File: config.mk
export PLATFORM = sky130hd
export DESIGN_NAME = atom_ps2_keyboard
export DESIGN_NICKNAME = d
export VERILOG_FILES = /design/src/rtl/atom_kbd_pkg.sv /design/src/rtl/atom_ps2_keyboard_ps2_rx.sv /design/src/rtl/atom_ps2_keyboard.sv
export SDC_FILE = /design/constraint.sdc
export NUM_CORES = 1
export LEC_CHECK = 0
export ABC_AREA = 1
export BUFFER_PORTS_ARGS = -buffer_cell sky130_fd_sc_hd__buf_2
export CAP_MARGIN = 20
export CELL_PAD_IN_SITES_DETAIL_PLACEMENT = 1
export CELL_PAD_IN_SITES_GLOBAL_PLACEMENT = 2
export CORE_ASPECT_RATIO = 0.8
export CORE_MARGIN = 5
export CORE_UTILIZATION = 30
export CTS_CLUSTER_DIAMETER = 50
export DETAILED_ROUTE_END_ITERATION = 8
export PLACE_DENSITY_LB_ADDON = 0.1
export SYNTH_ARGS = -nofsm -noshare
export SYNTH_HDL_FRONTEND = slang
export SYNTH_SLANG_ARGS = --single-unit
export TNS_END_PERCENT = 10
File: constraint.sdc
create_clock -name clk -period 2.95 [get_ports clk]
set_input_delay 0.1475 -clock clk [delete_from_list [all_inputs] [get_ports clk]]
set_output_delay 0.1475 -clock clk [all_outputs]
set_load 0.01 [all_outputs]
File: src/rtl/atom_kbd_pkg.sv
// atom_kbd_pkg: decoder states, PS/2 byte constants and the set-2 to Atom matrix table
package atom_kbd_pkg;

    typedef enum logic [2:0] {S_IDLE, S_BRK, S_EXT, S_EXT_BRK, S_SKIP} kbd_state_t;

    localparam logic [7:0] PS2_BRK    = 8'hF0;
    localparam logic [7:0] PS2_EXT    = 8'hE0;
    localparam logic [7:0] PS2_PAUSE  = 8'hE1;
    localparam logic [7:0] PS2_BAT    = 8'hAA;
    localparam logic [7:0] PS2_ACK    = 8'hFA;
    localparam logic [7:0] PS2_RESEND = 8'hFE;
    localparam logic [7:0] PS2_ECHO   = 8'hEE;
    localparam logic [7:0] PS2_OVR0   = 8'h00;
    localparam logic [7:0] PS2_OVR1   = 8'hFF;
    localparam logic [7:0] PS2_LSHIFT = 8'h12;
    localparam logic [7:0] PS2_RSHIFT = 8'h59;
    localparam logic [2:0] PAUSE_LEN  = 3'd7;
    localparam logic [3:0] ROW_MAX    = 4'd9;

    typedef enum logic [1:0] {K_KEY, K_SHIFT, K_CTRL, K_REPT} kbd_kind_t;

    typedef struct packed {
        kbd_kind_t  kind;
        logic [3:0] row;
        logic [2:0] col;
    } kbd_hit_t;

    // A miss is a matrix key aimed at a row that does not exist, so it never writes.
    localparam kbd_hit_t KBD_MISS = '{kind: K_KEY, row: 4'hF, col: 3'd0};

    function automatic logic ps2_ignored(input logic [7:0] b);
        return b inside {PS2_BAT, PS2_ACK, PS2_RESEND, PS2_ECHO, PS2_OVR0, PS2_OVR1};
    endfunction

    function automatic kbd_hit_t kbd_key(input logic [3:0] r, input logic [2:0] c);
        return '{kind: K_KEY, row: r, col: c};
    endfunction

    function automatic kbd_hit_t kbd_map(input logic ext, input logic [7:0] code);
        kbd_hit_t h;
        h = KBD_MISS;
        case ({ext, code})
            9'h012, 9'h059: h.kind = K_SHIFT;
            9'h014, 9'h114: h.kind = K_CTRL;
            9'h011:         h.kind = K_REPT;
            9'h066: h = kbd_key(4'd0, 3'd0);
            9'h026: h = kbd_key(4'd0, 3'd1);
            9'h04E: h = kbd_key(4'd0, 3'd2);
            9'h034: h = kbd_key(4'd0, 3'd3);
            9'h015: h = kbd_key(4'd0, 3'd4);
            9'h076: h = kbd_key(4'd0, 3'd5);
            9'h058: h = kbd_key(4'd1, 3'd0);
            9'h01E: h = kbd_key(4'd1, 3'd1);
            9'h041: h = kbd_key(4'd1, 3'd2);
            9'h02B: h = kbd_key(4'd1, 3'd3);
            9'h04D: h = kbd_key(4'd1, 3'd4);
            9'h01A: h = kbd_key(4'd1, 3'd5);
            9'h172: h = kbd_key(4'd2, 3'd0);
            9'h016: h = kbd_key(4'd2, 3'd1);
            9'h04C: h = kbd_key(4'd2, 3'd2);
            9'h024: h = kbd_key(4'd2, 3'd3);
            9'h044: h = kbd_key(4'd2, 3'd4);
            9'h035: h = kbd_key(4'd2, 3'd5);
            9'h174: h = kbd_key(4'd3, 3'd0);
            9'h045: h = kbd_key(4'd3, 3'd1);
            9'h052: h = kbd_key(4'd3, 3'd2);
            9'h023: h = kbd_key(4'd3, 3'd3);
            9'h031: h = kbd_key(4'd3, 3'd4);
            9'h175: h = kbd_key(4'd3, 3'd5);
            9'h16B: h = kbd_key(4'd4, 3'd0);
            9'h046: h = kbd_key(4'd4, 3'd1);
            9'h049: h = kbd_key(4'd4, 3'd2);
            9'h021: h = kbd_key(4'd4, 3'd3);
            9'h03A: h = kbd_key(4'd4, 3'd4);
            9'h022: h = kbd_key(4'd4, 3'd5);
            9'h00E: h = kbd_key(4'd5, 3'd0);
            9'h00D: h = kbd_key(4'd5, 3'd1);
            9'h03E: h = kbd_key(4'd5, 3'd2);
            9'h032: h = kbd_key(4'd5, 3'd3);
            9'h04B: h = kbd_key(4'd5, 3'd4);
            9'h02A: h = kbd_key(4'd5, 3'd5);
            9'h05B: h = kbd_key(4'd6, 3'd0);
            9'h05A: h = kbd_key(4'd6, 3'd1);
            9'h03D: h = kbd_key(4'd6, 3'd2);
            9'h02C: h = kbd_key(4'd6, 3'd3);
            9'h01C: h = kbd_key(4'd6, 3'd4);
            9'h03C: h = kbd_key(4'd6, 3'd5);
            9'h05D: h = kbd_key(4'd7, 3'd0);
            9'h04A: h = kbd_key(4'd7, 3'd1);
            9'h036: h = kbd_key(4'd7, 3'd2);
            9'h02D: h = kbd_key(4'd7, 3'd3);
            9'h042: h = kbd_key(4'd7, 3'd4);
            9'h01D: h = kbd_key(4'd7, 3'd5);
            9'h054: h = kbd_key(4'd8, 3'd0);
            9'h033: h = kbd_key(4'd8, 3'd1);
            9'h02E: h = kbd_key(4'd8, 3'd2);
            9'h03B: h = kbd_key(4'd8, 3'd3);
            9'h043: h = kbd_key(4'd8, 3'd4);
            9'h01B: h = kbd_key(4'd8, 3'd5);
            9'h029: h = kbd_key(4'd9, 3'd0);
            9'h055: h = kbd_key(4'd9, 3'd1);
            9'h025: h = kbd_key(4'd9, 3'd2);
            9'h15A: h = kbd_key(4'd9, 3'd3);
            9'h171: h = kbd_key(4'd9, 3'd4);
            9'h170: h = kbd_key(4'd9, 3'd5);
            default: h = KBD_MISS;
        endcase
        return h;
    endfunction

endpackage

File: src/rtl/atom_ps2_keyboard_ps2_rx.sv
// ps2_rx: PS/2 receiver with input synchroniser, falling-edge sampling, parity check and timeout
module ps2_rx #(
    parameter int TIMEOUT_CYCLES = 25000,
    parameter int SYNC_STAGES    = 2
) (
    input  logic       clk,
    input  logic       reset,
    input  logic       ps2_clk,
    input  logic       ps2_data,
    output logic       byte_valid,
    output logic [7:0] byte_data,
    output logic       frame_err
);
    localparam int TW = $clog2(TIMEOUT_CYCLES + 1);

    logic [SYNC_STAGES-1:0] clk_sync, data_sync;
    logic                   clk_prev, fall, bit_in, frame_ok;
    logic [3:0]             bit_cnt;
    logic [9:0]             shreg;
    logic [TW-1:0]          idle_cnt;

    assign bit_in   = data_sync[SYNC_STAGES-1];
    assign fall     = clk_prev & ~clk_sync[SYNC_STAGES-1];
    // shreg holds start, data[7:0], parity; bit_in is the stop bit on the 11th edge
    assign frame_ok = ~shreg[0] & bit_in & ^shreg[9:1];

    always_ff @(posedge clk or posedge reset) begin
        if (reset) begin
            clk_sync  <= '1;
            data_sync <= '1;
            clk_prev  <= 1'b1;
        end else begin
            clk_sync  <= {clk_sync[SYNC_STAGES-2:0], ps2_clk};
            data_sync <= {data_sync[SYNC_STAGES-2:0], ps2_data};
            clk_prev  <= clk_sync[SYNC_STAGES-1];
        end
    end

    always_ff @(posedge clk or posedge reset) begin
        if (reset) begin
            bit_cnt    <= '0;
            shreg      <= '0;
            idle_cnt   <= '0;
            byte_valid <= 1'b0;
            byte_data  <= '0;
            frame_err  <= 1'b0;
        end else begin
            byte_valid <= 1'b0;
            frame_err  <= 1'b0;
            if (fall) begin
                idle_cnt <= '0;
                if (bit_cnt == 4'd10) begin
                    bit_cnt    <= '0;
                    byte_valid <= frame_ok;
                    frame_err  <= ~frame_ok;
                    byte_data  <= shreg[8:1];
                end else begin
                    bit_cnt <= bit_cnt + 4'd1;
                    shreg   <= {bit_in, shreg[9:1]};
                end
            end else if (bit_cnt != 4'd0) begin
                if (idle_cnt == TW'(TIMEOUT_CYCLES)) begin
                    bit_cnt  <= '0;
                    idle_cnt <= '0;
                end else begin
                    idle_cnt <= idle_cnt + TW'(1);
                end
            end
        end
    end

endmodule

File: src/rtl/atom_ps2_keyboard.sv
// atom_ps2_keyboard: PS/2 set-2 to Atom 10x6 key matrix for the PIO; KBD_LAST_CODE_EN adds last_code/last_ext
module atom_ps2_keyboard
    import atom_kbd_pkg::*;
#(
    parameter int TIMEOUT_CYCLES = 25000,
    parameter int SYNC_STAGES    = 2
) (
    input  logic       clk,
    input  logic       reset,
    input  logic       ps2_clk,
    input  logic       ps2_data,
    input  logic [3:0] key_row,
    input  logic       vsync_n,
    output logic [9:0] pio_input,
    output logic       frame_err
`ifdef KBD_LAST_CODE_EN
    ,
    output logic [7:0] last_code,
    output logic       last_ext
`endif
);
    logic       byte_valid;
    logic [7:0] byte_data;
    kbd_state_t state, state_nx;
    logic [2:0] skip_cnt, skip_nx;
    logic       key_act, key_brk, key_ext;
    kbd_hit_t   hit;
    logic [5:0] matrix [0:9];
    logic       ctrl, shift, rept;
    logic [5:0] row_bits;

    ps2_rx #(
        .TIMEOUT_CYCLES(TIMEOUT_CYCLES),
        .SYNC_STAGES   (SYNC_STAGES)
    ) u_rx (
        .clk       (clk),
        .reset     (reset),
        .ps2_clk   (ps2_clk),
        .ps2_data  (ps2_data),
        .byte_valid(byte_valid),
        .byte_data (byte_data),
        .frame_err (frame_err)
    );

    always_ff @(posedge clk or posedge reset) begin
        if (reset) begin
            state    <= S_IDLE;
            skip_cnt <= '0;
        end else begin
            state    <= state_nx;
            skip_cnt <= skip_nx;
        end
    end

    always_comb begin
        state_nx = state;
        skip_nx  = skip_cnt;
        key_act  = 1'b0;
        key_brk  = 1'b0;
        key_ext  = 1'b0;
        if (byte_valid) begin
            case (state)
                S_IDLE: begin
                    if (byte_data == PS2_BRK) state_nx = S_BRK;
                    else if (byte_data == PS2_EXT) state_nx = S_EXT;
                    else if (byte_data == PS2_PAUSE) begin
                        state_nx = S_SKIP;
                        skip_nx  = PAUSE_LEN;
                    end else key_act = ~ps2_ignored(byte_data);
                end
                S_BRK: begin
                    state_nx = S_IDLE;
                    key_act  = 1'b1;
                    key_brk  = 1'b1;
                end
                S_EXT: begin
                    key_ext  = 1'b1;
                    state_nx = (byte_data == PS2_BRK) ? S_EXT_BRK : S_IDLE;
                    key_act  = (byte_data != PS2_BRK) && (byte_data != PS2_LSHIFT) && (byte_data != PS2_RSHIFT);
                end
                S_EXT_BRK: begin
                    state_nx = S_IDLE;
                    key_act  = 1'b1;
                    key_brk  = 1'b1;
                    key_ext  = 1'b1;
                end
                S_SKIP: begin
                    skip_nx  = skip_cnt - 3'd1;
                    state_nx = (skip_cnt == 3'd1) ? S_IDLE : S_SKIP;
                end
                default: state_nx = S_IDLE;
            endcase
        end
    end

    assign hit = kbd_map(key_ext, byte_data);

    always_ff @(posedge clk or posedge reset) begin
        if (reset) begin
            matrix <= '{default: '0};
            ctrl   <= 1'b0;
            shift  <= 1'b0;
            rept   <= 1'b0;
        end else if (key_act) begin
            case (hit.kind)
                K_SHIFT: shift <= ~key_brk;
                K_CTRL:  ctrl  <= ~key_brk;
                K_REPT:  rept  <= ~key_brk;
                default: if (hit.row <= ROW_MAX) matrix[hit.row][hit.col] <= ~key_brk;
            endcase
        end
    end

`ifdef KBD_LAST_CODE_EN
    always_ff @(posedge clk or posedge reset) begin
        if (reset) begin
            last_code <= '0;
            last_ext  <= 1'b0;
        end else if (key_act) begin
            last_code <= byte_data;
            last_ext  <= key_ext;
        end
    end
`endif

    assign row_bits  = (key_row <= ROW_MAX) ? ~matrix[key_row] : 6'h3F;
    assign pio_input = {vsync_n, ~rept, ~shift, ~ctrl, row_bits};

endmodule

==> results of run 1 <==
cell type report:
| type | count | area [sq um] |
|---|---|---|
| Sequential cell | 113 | 2830 |
| Tap cell | 312 | 390 |
| Multi-Input combinational cell | 729 | 3480 |
| Timing Repair Buffer | 51 | 398 |
| Clock inverter | 10 | 180 |
| Inverter | 137 | 518 |
| Fill cell | 2959 | 15000 |
| Clock buffer | 22 | 474 |
cell usage in the layout (no fill, tap or decap), types with 4 or more instances in the layout:
cell,n
a22oi_1,6
buf_12,4
o21ai_0,70
inv_1,124
nor2_2,7
bufinv_16,5
nor4_1,7
clkbuf_16,17
nand4_1,63
a221oi_1,8
nor2_1,103
dfstp_2,5
xor2_1,4
buf_4,27
o211ai_1,5
nand2_1,274
nand3_1,118
a21oi_1,18
inv_2,8
buf_2,17
ha_1,7
clkinv_1,4
xnor2_1,7
dfrtp_1,108
nor3_1,14
synth_stat cells (all sizes together):
library cell,count,share of area
buf,23,0.020
o2111ai,1,0.0012
o21a,1,0.0011
and3,1,0.00089
a221oi,8,0.0099
nand4,63,0.056
nand2,276,0.15
dfrtp,108,0.38
nor4,7,0.0062
nand3,119,0.085
o211ai,5,0.0053
and2,1,0.00089
a21oi,18,0.013
xor2,4,0.0050
a22oi,6,0.0064
clkbuf,20,0.011
inv,133,0.071
o21ai,71,0.050
xnor2,7,0.0087
a31oi,1,0.00089
dfstp,5,0.019
mux2,1,0.0016
o32ai,2,0.0025
nand3b,1,0.0011
clkinv,4,0.0021
a31o,1,0.0012
nor3,14,0.0099
o22ai,2,0.0018
ha,7,0.012
nor2,112,0.064
report_power, final:
part | switching (mW) | internal (mW) | leakage (nW)
Combinational | 0.786 | 0.349 | 2.35
Sequential | 0.150 | 1.69 | 1.54
Clock | 0.776 | 1.56 | 0.316
Total | 1.71 | 3.60 | 4.21
flip-flops by register name (all words and copies together), names as in the netlist, 2 cells and up:
register and count:
u_rx.idle_cnt 15, u_rx.bit_cnt 4, matrix 60, u_rx.data_sync 2, u_rx.shreg 10, u_rx.byte_data 8
u_rx.clk_sync 2, skip_cnt 3, state 3
worst max-delay path: stages, from the launching register on:
cell and delay (ns):
dfrtp_1 0.44, inv_1 0.13, nand2_1 0.16, nor2_1 0.50, nand3_1 0.27, nand2_1 0.13, inv_1 0.04, nand2_1 0.09
nor2_1 0.06, nand2_1 0.05, nor2_1 0.06, nand2_4 0.08, buf_12 0.23, nand3_1 0.13, nand2_1 0.09, nand2_1 0.05
kinds of logic (layout without fill, tap and decap cells):
| family | after synthesis | count (layout) | share of synthesized area |
|---|---|---|---|
| compound gates | 116 | 116 | 0.0936 |
| flops | 113 | 113 | 0.402 |
| xor+xnor | 11 | 11 | 0.0137 |
| buf+inv | 180 | 220 | 0.104 |
| mux | 1 | 1 | 0.00160 |
| simple gates | 594 | 594 | 0.372 |
| fa+ha+maj | 7 | 7 | 0.0124 |
final timing paths:
check / from / to / slack [ns] / depth (start not counted)
worst max register to register: u_rx.byte_data[2] / matrix[43] / 0.33 / 15
worst min register to register: u_rx.data_sync[0] / u_rx.data_sync[1] / 0.35 / 0
worst min-delay path: vsync_n / pio_input[9] / 0.30 / 0
worst max-delay path: u_rx.byte_data[2] / matrix[43] / 0.33 / 15
max in group asynchronous: reset / matrix[27] / 2.02 / 4
min in group asynchronous: reset / skip_cnt[2] / 0.47 / 4
per-layer routing:
metal  part of all wire  vias up  wire (um)
li1                   -     3413          -
met1               0.53     3305      13600
met2               0.42      114      10600
met3              0.040       17       1020
met4             0.0085        0        217
met5                  0        -          0
what timing repair did:
action,4_1_cts,5_1_grt
hold buffers,3,0
endpoints found under the hold margin,110,0
resized for setup,0,0
==> key figures, run 1 <==
Worst setup path
  – CP Capture Type: register
  – Critical path type: reg -> reg
  – CP arrival: 2.94 ns
  – Critical Path RT: 3.27 ns
  – Startpoint Class: register
  – Critical Path Fanout Max: 54

Worst hold path
  – Hold Crit Class: in -> out

Floorplanning
  – Top Ports: 20
  – DIE AREA: 0.0267 sq mm
  – Die height: 147 um
  – Core area: 0.0233 sq mm
  – Row Count: 50
  – Starting density of the core: 0.303
  – Die X: 181 um

Logic synthesis
  – Fraction of the yosys area taken by sequential cells: 0.402
  – Cells after Synth: 1,022
  – Yosys Warn Count: 0
  – Cell variety after synth: 38
  – Avg Inst Size Synth: 6.89 sq um
  – Seq cells post-synth: 113
  – Post-Syn Area: 0.00704 sq mm
  – Net count after synthesis: 1,038

Route
  – Wire per inst: 18.6 um
  – Drt drc: 0
  – DR pass1 iterations: 5
  – Vias per cell: 4.98
  – Via Count: 6,849
  – Final WL: 25,500 um
  – Antenna Nets Post-Route: 0
  – 1st-iter DRT viols: 484

Cells and area
  – Nets: 1,065
  – Synth-to-layout area growth: 17.5%
  – Cell area after layout: 0.00828 sq mm
  – Util after Layout: 0.356
  – # diodes: 0
  – Layout cells sized above 1: 0.0998
  – Non-filler cells, final: 1,374

Placed design
  – Port bufs: 17
  – Gp weighted congestion: 0.911
  – Placement Setup Slack: 0.372 ns
  – DP Wirelength: 18,600 um
  – Placed cell areas: 0.00759 sq mm
  – Placed cell count: 1,339

Clock network
  – Setup bufs post-CTS: 0
  – Clock root cell: clkbuf_16
  – CTS tree: built
  – Longest Clk Path Bufs: 2
  – Clock-pin slew on the worst setup and hold paths: 0.06 ns
  – Clk sinks: 113
  – H-tree depth: 4
  – CTS Buf Count: 17
  – Skew-Pair Late Insertion Delay: 0.43 ns

STA
  – Min cycle time layout: 2.62 ns
  – Part of the cycle the worst path needs: 0.888
  – Worst-case clock skew: 0.00846 ns
  – RSZ-0062 raised after global routing: false
  – Setup TNS: 0 ns
  – Max-slew violations: 0
  – Slew margin rel.: 0.556
  – Tightest Pin Transition: 0.666 ns
  – Max Clk Rate: 0.382 GHz
  – Final Hold Fails: 0
  – Final setup fails: 0
  – Final WS setup: 0.331 ns
  – Hold Slack: 0.295 ns

Global route
  – Total GRT Usage: 0.200
  – Most used routing layer: met1
  – First-pass GRT wire length: 41,800 um
  – Met3 usage: 0.0408
  – Vias in the first global route: 7,125
  – Initial antenna violation count: 0
  – Global route overflow: 0
  – Met1 Use GR: 0.311
  – Met2 GRT Util: 0.288
  – Largest net degree at the start of global routing: 114

Run
  – Max_cap viols: 0

Pwr
  – Pwr Density: 641 mW/mm^2
  – PnR Total Power: 5.31 mW
  – Leak: 4.21 nW
  – Worst VDD drop: 382 uV

Outcome
  – Outcome: complete, no violations
Power figures use the tool's default switching activity.
==> run 2: changes to the inputs <==
- ABC_AREA: 1 -> default
- CTS_BUF_LIST: default -> sky130_fd_sc_hd__clkbuf_16
==> key figures, run 2 <==
Worst hold path
  – WHS Path Cells: 0 (unchanged)
  – Hold Crit Class: in -> out
  – Hold EP: pio_input[9]
  – Worst hold start: vsync_n

Clock network
  – Clock root cell: clkbuf_16
  – Skew-Pair Late Insertion Delay: 0.43 ns (about the same)
  – CTS Buf Count: 17 (unchanged)
  – H-tree depth: 4 (unchanged)
  – Clk sinks: 113 (unchanged)
  – CTS tree: built
  – Clock-pin slew on the worst setup and hold paths: 0.05 ns (about the same)
  – Longest Clk Path Bufs: 2 (unchanged)

Worst setup path
  – Critical Path RT: 3.25 ns (-0.02 ns)
  – Worst Path Buf+Inv: 1 (-2)
  – CP arrival: 3.22 ns (+0.28 ns)
  – CP delay by family, top: simple AND/OR/NAND/NOR gates
  – Cell count of the worst reg-to-reg path: 9 (-6)
  – Critical path type: reg -> reg
  – Reg2Reg Launch Point: u_rx.byte_data[0]
  – Critical Path, Cell by Cell: buf_4, nor4b_2, a22o_1, a21oi_1, a31oi_2, nor4_4, or3_1, nor3_1, mux2_1
  – CP Capture Type: register
  – Slowest CP cell: nor4b_2
  – Critical Path Fanout Max: 9 (-83%)
  – FF-to-FF End: matrix[1]
  – Crit-path max cell delay: 0.63 ns (+0.13 ns)
  – Startpoint Class: register
  – R2R setup slack: 0.03 ns (-0.30 ns)

Outcome
  – Outcome: complete, no violations

STA
  – Min cycle time layout: 2.92 ns (+0.298 ns)
  – Tightest Pin Transition: 0.664 ns (-0.00233 ns)
  – Slew margin rel.: 0.556 (about the same)
  – Max Clk Rate: 0.343 GHz (-10%)
  – Part of the cycle the worst path needs: 0.989 (+0.101)
  – Worst-case clock skew: 0.0208 ns (+0.0124 ns)
  – Max-slew violations: 0 (unchanged)
  – Setup TNS: 0 ns (unchanged)
  – RSZ-0062 raised after global routing: true
  – Final setup fails: 0 (unchanged)
  – Final Hold Fails: 0 (unchanged)

Logic synthesis
  – Adder-cell share of the synthesized area: 0.0127 (+0.000264)
  – Cell variety after synth: 83 (+120%)
  – Post-Syn Area: 0.00690 sq mm (-2.1%)
  – Largest family of logic cells by synthesized area: simple AND/OR/NAND/NOR gates
  – Avg Inst Size Synth: 9.97 sq um (+45%)
  – Share of Yosys cell area claimed by the top area cell type: 0.392 (+0.00814)
  – Mux cell area share after synthesis: 0.103 (+0.102)
  – Largest cells by area after synthesis: dfrtp_1 (39%), a31oi_1 (4.0%), mux2_2 (3.9%)
  – Complex-gate fraction of the synthesized area: 0.187 (+0.0934)
  – Simple-gate share of the synthesized area: 0.200 (-0.172)
  – Synth top cells by count: dfrtp_1 (108), a21oi_1 (49), nand2_1 (49), a31oi_1 (44), nor2_1 (37)
  – Async S/R FF share, synth: 1.00 (unchanged)
  – XOR/XNOR Fraction of Synth Area: 0.0292 (+0.0155)
  – Cells after Synth: 692 (-32%)
  – Synth area leader: dfrtp_1
  – Net count after synthesis: 708 (-32%)
  – Fraction of the yosys area taken by sequential cells: 0.411 (+0.00854)
  – Count leader, synth: dfrtp_1
  – Most used DFF post-synth: dfrtp_1
  – Post-synth EDFFs: 0 (unchanged)
  – Seq cells post-synth: 113 (unchanged)
  – Yosys Warn Count: 0 (unchanged)

Cells and area
  – Fill cells: 2,551 (-14%)
  – Biggest regs: matrix (60), u_rx.idle_cnt (15), u_rx.shreg (10)
  – Most common cell after layout, fill and taps aside: buf_4
  – Non-filler cells, final: 1,121 (-18%)
  – # diodes: 0 (unchanged)
  – Synth-to-layout area growth: 29.4%
  – Layout cells sized above 1: 0.331 (+0.231)
  – Most flops, register: matrix
  – Nets: 818 (-23%)
  – Max reg flops: 60 (unchanged)
  – Most frequent cells in the layout: buf_4 (121), dfrtp_1 (106), nand2_1 (48), a21oi_1 (48), a31oi_1 (44)

Route
  – Drt drc: 0 (unchanged)
  – Final WL: 24,300 um (-4.6%)
  – 1st-iter DRT viols: 370 (-24%)
  – Via Count: 6,104 (-11%)
  – Wire per inst: 21.7 um (+17%)
  – DR pass1 iterations: 5 (unchanged)
  – Vias per cell: 5.45 (+9.2%)
  – Antenna Nets Post-Route: 0 (unchanged)

Floorplanning
  – Die X: 180 um (-0.99%)
  – DIE AREA: 0.0261 sq mm (-1.9%)
  – Core area: 0.0226 sq mm (-3.1%)
  – Die height: 146 um (-0.97%)
  – Row Count: 49 (-2.0%)
  – Starting density of the core: 0.306 (+0.00305)
  – Top Ports: 20 (unchanged)

Global route
  – Global route overflow: 0 (unchanged)
  – Total GRT Usage: 0.188 (-0.0129)
  – First-pass GRT wire length: 38,700 um (-7.4%)
  – Initial antenna violation count: 0 (unchanged)
  – Vias in the first global route: 6,416 (-10%)
  – Largest net degree at the start of global routing: 114 (unchanged)

Placed design
  – DP Wirelength: 18,000 um (-3.2%)
  – Port bufs: 17 (unchanged)
  – Gp weighted congestion: 0.864 (-5.2%)
  – Placed cell count: 1,081 (-19%)

Pwr
  – Worst VDD drop: 383 uV (+0.15%)
  – Leak: 3.79 nW (-9.9%)
  – Pwr Density: 599 mW/mm^2 (-6.6%)

Run
  – Max_cap viols: 0 (unchanged)
==> run 2: cell count changes in the layout (fill, tap and decap cells not counted), sizes merged, moves of 14 or more <==
cell | previous run | this run
mux2i | 0 | 15
mux2 | 1 | 26
nand4 | 63 | 7
nor4b | 0 | 14
nand2 | 276 | 50
buf | 48 | 151
a31oi | 1 | 45
nand3 | 119 | 33
o21ai | 71 | 38
a21oi | 18 | 50
inv | 132 | 16
nor2 | 112 | 39
==> run 2: layout make-up <==
type / count / area, sq um / area share
Multi-Input combinational cell: 501 / 3780 / 0.423
Tap cell: 306 / 383 / 0.0429
Clock buffer: 17 / 425 / 0.0476
Timing Repair Buffer: 154 / 1270 / 0.142
Sequential cell: 113 / 2840 / 0.318
Inverter: 15 / 60.1 / 0.00673
Clock inverter: 15 / 176 / 0.0198
==> run 2: layer usage <==
metal | wire length, um | share of wire | track usage | up-vias
met5 | 0 | 0 | 0 | -
met4 | 328 | 0.013 | 0.0506 | 0
met3 | 1060 | 0.043 | 0.0407 | 26
met2 | 10600 | 0.43 | 0.270 | 123
met1 | 12400 | 0.51 | 0.283 | 3129
li1 | - | - | - | 2826
==> run 2: per-stage QoR <==
| step | setup slack (ns) | total power, mW | hold WS, ns | cell area, sq um | util |
|---|---|---|---|---|---|
| final | 0.0327 | 5.35 | 0.295 | 8930 | 0.396 |
| after global routing | -0.0517 | 5.60 | 0.295 | 8930 | 0.396 |
| after CTS | -0.0137 | 5.38 | 0.295 | 8800 | 0.390 |
| after detailed placement | -0.0845 | 3.17 | 0.259 | 8140 | 0.361 |
| after global placement | -0.0570 | 3.14 | 0.257 | 8140 | 0.361 |
| after floorplan | 0.299 | 2.63 | 0.152 | 6900 | - |
==> run 2: timing repair <==
item	in CTS	in global routing
gates resized for setup	6	17
hold endpoints to repair	110	0
buffers inserted	0	5
hold buffers	3	0
setup endpoints to repair	20	34
pin swaps	1	5
==> run 2: how the worst max path moves through the flow <==
stage | from | end | cells past startpoint
global placement | u_rx.byte_data[0] | matrix[54] | 9
floorplan | u_rx.byte_data[4] | matrix[1] | 10
detailed placement | u_rx.byte_data[5] | matrix[1] | 10
CTS | u_rx.byte_data[7] | matrix[0] | 10
finish | u_rx.byte_data[0] | matrix[1] | 9
global route | u_rx.byte_data[4] | matrix[0] | 10
==> run 2: logic make-up (layout without fill, tap and decap cells) <==
group / Yosys count / after routing
AOI/OAI and AO/OA: 196 / 196
xor gates and xnor gates: 23 / 23
adders and majority gates: 7 / 7
buffers and inverters: 78 / 201
DFF: 113 / 113
muxes: 53 / 53
and+or+nand+nor: 222 / 222
==> run 2: power by group <==
group | internal (mW) | total [mW] | switching (mW)
registers | 1.68 | 1.83 | 0.144
clock network | 1.39 | 2.16 | 0.769
logic | 0.636 | 1.36 | 0.725
==> run 2: worst reg2reg max path: stages, from the launching register on <==
cell and delay, ns:
dfrtp_2 0.44, buf_4 0.18, nor4b_2 0.63, a22o_1 0.26, a21oi_1 0.07, a31oi_2 0.27
nor4_4 0.06, or3_1 0.34, nor3_1 0.20, mux2_1 0.34
